<file path="config.mk">
export PLATFORM = sky130hd
export DESIGN_NAME = serial_subtractor
export DESIGN_NICKNAME = d
export VERILOG_FILES = /design/src/rtl/serial_subtractor.sv
export SDC_FILE = /design/constraint.sdc
export NUM_CORES = 1
export LEC_CHECK = 0
export BUFFER_PORTS_ARGS = -buffer_cell sky130_fd_sc_hd__buf_2
export CAP_MARGIN = 20
export CORE_UTILIZATION = 35
export CTS_BUF_LIST = sky130_fd_sc_hd__clkbuf_4
export CTS_CLUSTER_SIZE = 8
export DETAILED_ROUTE_END_ITERATION = 8
export GPL_TIMING_DRIVEN = 0
export PLACE_DENSITY = 0.5
export REMOVE_ABC_BUFFERS = 1
export SYNTH_ARGS = -nofsm -noshare
export SYNTH_HDL_FRONTEND = slang
export SYNTH_SLANG_ARGS = --single-unit
</file>
<file path="constraint.sdc">
create_clock -name clk -period 2.7 [get_ports clk]
set_input_delay 0 -clock clk [delete_from_list [all_inputs] [get_ports clk]]
set_output_delay 0 -clock clk [all_outputs]
set_load 0.05 [all_outputs]
</file>
<file path="src/rtl/serial_subtractor.sv">
// Bit-serial unsigned subtractor, LSB first; `SERIAL_SUB_BIN_EN adds a borrow-in port (bin).
// Latency WIDTH+1 cycles start-to-done; no backpressure, start is ignored unless idle.
module serial_subtractor #(
    parameter int WIDTH = 8
) (
    input  logic             clk,
    input  logic             rst_n,
    input  logic             start,
    input  logic [WIDTH-1:0] a,
    input  logic [WIDTH-1:0] b,
`ifdef SERIAL_SUB_BIN_EN
    input  logic             bin,
`endif
    output logic             busy,
    output logic             done,
    output logic [WIDTH-1:0] diff,
    output logic             bout
);

    localparam int CW = $clog2(WIDTH + 1);

    typedef enum logic [1:0] {IDLE, SHIFT, DONE} state_t;

    state_t           state_q, state_d;
    logic [WIDTH-1:0] a_q, a_d, b_q, b_d, res_q, res_d, diff_q, diff_d;
    logic             br_q, br_d, bout_q, bout_d;
    logic [CW-1:0]    cnt_q, cnt_d;
    logic             bin_init, dbit, br_nxt, last_bit;

`ifdef SERIAL_SUB_BIN_EN
    assign bin_init = bin;
`else
    assign bin_init = 1'b0;
`endif

    // Full-subtractor slice on the current operand LSBs.
    assign dbit     = a_q[0] ^ b_q[0] ^ br_q;
    assign br_nxt   = (~a_q[0] & b_q[0]) | (~(a_q[0] ^ b_q[0]) & br_q);
    assign last_bit = (cnt_q == CW'(WIDTH - 1));

    always_comb begin
        state_d = state_q;
        a_d     = a_q;
        b_d     = b_q;
        res_d   = res_q;
        br_d    = br_q;
        cnt_d   = cnt_q;
        diff_d  = diff_q;
        bout_d  = bout_q;
        case (state_q)
            IDLE: begin
                if (start) begin
                    a_d     = a;
                    b_d     = b;
                    br_d    = bin_init;
                    cnt_d   = '0;
                    state_d = SHIFT;
                end
            end
            SHIFT: begin
                res_d = {dbit, res_q[WIDTH-1:1]};
                a_d   = a_q >> 1;
                b_d   = b_q >> 1;
                br_d  = br_nxt;
                cnt_d = cnt_q + CW'(1);
                if (last_bit) begin
                    // Publish only the completed word so diff never shows partial bits.
                    diff_d  = {dbit, res_q[WIDTH-1:1]};
                    bout_d  = br_nxt;
                    state_d = DONE;
                end
            end
            DONE:    state_d = IDLE;
            default: state_d = IDLE;
        endcase
    end

    always_ff @(posedge clk or negedge rst_n) begin
        if (!rst_n) begin
            state_q <= IDLE;
            a_q     <= '0;
            b_q     <= '0;
            res_q   <= '0;
            br_q    <= 1'b0;
            cnt_q   <= '0;
            diff_q  <= '0;
            bout_q  <= 1'b0;
        end else begin
            state_q <= state_d;
            a_q     <= a_d;
            b_q     <= b_d;
            res_q   <= res_d;
            br_q    <= br_d;
            cnt_q   <= cnt_d;
            diff_q  <= diff_d;
            bout_q  <= bout_d;
        end
    end

    assign busy = (state_q == SHIFT);
    assign done = (state_q == DONE);
    assign diff = diff_q;
    assign bout = bout_q;

endmodule
</file>
; ---- Word level (Yosys, flattened, before mapping)
; Cells that the tools add are included.
[word_totals]
reg_bits = 40
inputBits = 19
wordCells = 37
[op_classes]
add_sub_neg = 1
n_mux = 11
n_bitwise = 7
reduce_logical = 5
eq_ne = 5
[op_table]
columns = op, count
row1 = $pmux 8 s2, 2
row2 = $mux 8, 2
row3 = $pmux 4 s2, 1
row4 = $reduce_and 2->1, 3
row5 = $add 4x1->4 const B, 1
row6 = $eq 4x3->1 const B, 1
row7 = $mux 2, 2
row8 = $mux 4, 1
row9 = $pmux 2 s2, 1
row10 = $and 1x1->1, 2
row11 = $eq 2x1->1 const B, 1
row12 = $eq 2x2->1 const B, 1
row13 = $logic_not 2->1, 1
row14 = $ne 2x1->1 const B, 1
row15 = $ne 2x2->1 const B, 1
row16 = $not 1->1, 2
row17 = $pmux 1 s2, 1
row18 = $reduce_bool 2->1, 1
row19 = $xor 1x1->1, 2
row20 = $mux 1, 1
row21 = $or 1x1->1, 1

; ---- Logic depth before layout (Yosys ltp)
[logic_depth]
ltp_word = 5
mapped_depth = 6
ltp_nobuf = 4

; ---- Least setup slack after synthesis
; Ideal clock, no wire load.
[synth_timing]
path_kind = flip-flop to flip-flop
start = register state_q[1]
end = register cnt_q[1]
stages_incl_launch_ff = 6
n_path_buf = 2
path_slack_ns = 1.009
period_less_slack_ns = 1.691
arrival_time_ns = 1.568
setup_time_ns = 0.122
path_cell_list = dfrtp_1 -> buf_6 -> nand2b_4 -> buf_2 -> clkinv_1 -> a22o_1
[synth_via]
elab_chain_len = 3
elab_cells_between_ends = 6
[synth_lines]
columns = element, line
row1 = from (decl), 24  ; state_t state_q, state_d;
row2 = from (signal assigned), 89  ; state_q <= state_d;
row3 = $eq 2x1->1 (*), n/a
row4 = named net busy, 14  ; output logic busy,
row5 = $reduce_bool 2->1 (no source line), n/a
row6 = $reduce_and 2->1 (no source line), n/a
row7 = to (signal assigned), 94  ; cnt_q <= cnt_d;
row8 = to (decl), 27  ; logic [CW-1:0] cnt_q, cnt_d;
; Mark *: on every way through the listed nets, which the timed path passes. The rest lies on a longest branch.
; A chain may end at the register's enable or synchronous reset.

; ---- Worst setup path in the final report
[layout_timing]
start = register state_q[0]
end = register diff_q[0] (netlist: diff[0])
[layout_via]
elab_chain_len = 2
[layout_lines]
columns = element, line
row1 = $eq 2x1->1, 50  ; case (state_q)
row2 = $reduce_and 2->1 (no source line), n/a
row3 = to (signal assigned), 95  ; diff_q <= diff_d;
row4 = to (decl), 25  ; logic [WIDTH-1:0] a_q, a_d, b_q, b_d, res_q, res_d, diff_q, diff_d;
; No other way between the ends.

==> summary.txt <==
Critical path
  • Worst EP required: 2.93 ns
  • CP peak stage delay: roughly 0.90 ns
  • Critical path fanouts, max: 24
  • Worst EP arrival: 2.37 ns
  • Crit path capture type: flop
  • Delay-heaviest family, CP: flip-flops
  • CP Launch Type: flop
  • Slowest library cell on the worst path: dfrtp_1
  • Critical path type: reg -> reg
  • Buffers & Inverters on Critical Path: 0
  • Crit path cell chain: nand2b_4 -> nor3_4 -> mux2_2

Routing
  • Met3 WL: 117 µm
  • Routed via count: 1234
  • Drt drc: 0
  • Metal1 wirelength: 1437 µm
  • Max Used Layer: met4
  • Drt initial violations: 51
  • Routed vias/inst: roughly 4.9
  • Met2 WL: approximately 1500 µm
  • Final WL: 3140 µm
  • Drt pass-1 iters: 6
  • Routed len/inst: 12.56 µm
  • Post-route ant nets: 0

Logic synthesis
  • Mux cell area share after synthesis: 0.06647
  • Synth Area in Compound Gates: 0.1412
  • Register area share after synthesis: 0.5891
  • Yosys warns: 0
  • Mapped Cells: 154
  • Flip-flop and latch count after synthesis: 39
  • Simple-gate share of the synthesized area: 0.1465
  • Synth Area in XOR/XNOR: 0
  • Mean post-synth cell area: 10.76 µm²
  • Dominant combinational cell family by area after synthesis: simple AND/OR/NAND/NOR gates
  • Post-synth cell types: 26
  • Adder-Cell Fraction of Synth Area: 0.01964
  • Area of the mapped netlist: 0.001657 mm²

Power
  • Gate power share: 0.423
  • Int Power: about 1300 µW
  • Part of the power in the clock network: 0.120
  • PD cells: 1121 mW/mm²
  • Sequential share of power: 0.457
  • Leak: 0.0009555 µW
  • P_sw: 1008 µW
  • Worst vdd ir: 0.3693 mV
  • Net Sw Frac: 0.4420

Timing
  • RSZ-0062 raised after global routing: no
  • Setup Skew: 0.007394 ns
  • Max Freq: 466.2 MHz
  • Fin. Hold Viols: 0
  • Setup TNS: 0 ns
  • Slew Limit Fails: 0
  • Final worst path period share: 0.7944
  • Final setup violation count: 0
  • Final Critical Period: 2.145 ns
  • Worst-Margin Slew: 0.9328 ns
  • Relative slew slack: 0.3768
  • Final setup margin: 0.5550 ns
  • Min Hold Slack: 0.05259 ns

Clock network
  • CTS sink cnt: 39
  • Post-CTS setup buffers: 0
  • CTS tree: yes
  • Maximum clock insertion buffer count: 2
  • CTS buffer count: 5
  • PostCTS Resize Cnt: 0
  • Clk slew on worst S/H paths: 0.11 ns
  • CTS Root Cell: clkbuf_4
  • CTS Hold Bufs: 16
  • H-tree depth: 2
  • Worst skew pair latency: 0.34 ns

Die
  • Num rows: 24
  • Starting Density: 0.3727
  • Io pins: 30
  • Die ar.: 0.005012 mm²
  • Die width: ~70 µm
  • Die H: 70.80 µm
  • Core area: 0.004444 mm²

Global route
  • Total GRT Usage: 0.1417
  • Largest net degree at the start of global routing: 40
  • Initial antenna violation count: 0
  • First-pass GRT wire length: about 5400 µm
  • Vias in the first global route: 1239
  • Grt ovf: 0

Outcome
  • Status: finished clean

Placement
  • Post-Place Setup Slack: between 0.5 and 0.6 ns
  • Placed insts: 227
  • PortBufs: 29
  • GPL Wtd Cong: 0.6440
  • Post-DP HPWL: about 2000 µm

Cells and area
  • Antenna diode count: 0
  • Share of layout cells above drive strength 1: 0.2323
  • Sequential Area: 975.9 µm²
  • Area Growth Syn to Fin: 22.81%
  • Number of fillers in the final layout: 460
  • Multi-input gate area: 623.1 µm²
  • Finished Layout Cells: 250
  • # nets final: 219

Worst hold path
  • Worst min path class: in -> reg

Job
  • MaxCap Viol Count: 0
[power groups by stage]
stage	registers (µW)	clock network (µW)	logic [µW]
detailed placement	1060	0	966
CTS	1050	294	985
global route	1090	319	1070
floorplan	1220	0	531
global placement	1050	0	938
finish	1040	274	964
[through the flow]
step	util	instance area [µm²]	power (µW)
final	0.4578	2034	2280
after global routing	0.4578	2034	2475
after global placement	0.4105	1824	1987
after floorplan	-	1614	1754
after detailed placement	0.4113	1828	2029
after CTS	0.4578	2034	2328
[cells in the mapped netlist]
library cell / count / area [µm²]
nand2_1: 40 / 150.1
dfrtp_1: 39 / 975.9
o21ai_0: 17 / 85.08
a22oi_1: 13 / 97.59
mux2_2: 8 / 90.09
buf_2: 4 / 20.02
inv_1: 4 / 15.01
clkbuf_1: 3 / 11.26
nand3_1: 3 / 15.01
nor2b_1: 3 / 18.77
a21oi_1: 2 / 10.01
a22o_1: 2 / 17.52
mux2i_1: 2 / 20.02
nor2_1: 2 / 7.510
a31oi_1: 1 / 6.260
a32o_1: 1 / 10.01
and3b_1: 1 / 8.760
buf_6: 1 / 11.26
clkinv_1: 1 / 3.750
fa_1: 1 / 20.02
ha_1: 1 / 12.51
nand2b_1: 1 / 6.260
nand2b_4: 1 / 13.76
nor3_4: 1 / 16.27
o21bai_1: 1 / 7.510
or3_1: 1 / 6.260
[registers in the layout, indices dropped and copies added (netlist names)]
signal / count
a_q: 8
b_q: 8
bout: 1
br_q: 1
cnt_q: 4
diff: 8
res_q: 7
state_q: 2
[cell usage in the layout, fill, tap and decap left out, types with 2 or more instances in the layout]
master and n:
a21oi_1 2, a22o_1 2, a22oi_1 13, buf_2 29
clkbuf_4 5, clkinv_1 2, dfrtp_1 39, dlygate4sd3_1 16
inv_1 4, mux2_2 8, mux2i_1 2, nand2_1 40
nand3_1 3, nor2_1 2, nor2b_1 3, o21ai_0 17
[cell type report]
type | instances | area share
well taps | 52 | 0.03198
repair buffers | 45 | 0.1501
clock buffers | 5 | 0.01845
flip-flops and latches | 39 | 0.4797
clock inverters | 2 | 0.004305
multi-input cells | 102 | 0.3063
inverters | 5 | 0.009225
[cell families (layout without fill, tap and decap cells)]
| family | count (synthesis) | in the layout |
|---|---|---|
| simple gates | 53 | 53 |
| flops | 39 | 39 |
| compound gates | 37 | 37 |
| buf+inv | 13 | 57 |
| mux | 10 | 10 |
| fa+ha+maj | 2 | 2 |
[tightest hold or removal path, cell delays in order]
cell and delay [ns]:
buf_2 0.07, nor2b_1 0.12, a32o_1 0.17
[path summary, 6_finish.rpt]
kind                                  to  slack (ns)  cells after the start  startpoint
worst max-delay path             diff[0]        0.56                      3  state_q[0]
worst min-delay path              b_q[7]        0.05                      3        b[7]
worst max register to register   diff[0]        0.56                      3  state_q[0]
worst min register to register  res_q[1]        0.49                      2    res_q[1]
max in group asynchronous       cnt_q[3]        1.84                      2       rst_n
min in group asynchronous        diff[3]        0.32                      2       rst_n
[routing by layer]
metal / up-vias / GRT usage
met3: 6 / 0.04274
met5: - / 0
met2: 30 / 0.2596
li1: 610 / -
met1: 588 / 0.1565
met4: 0 / 0.04667
Power figures use the tool's default switching activity.
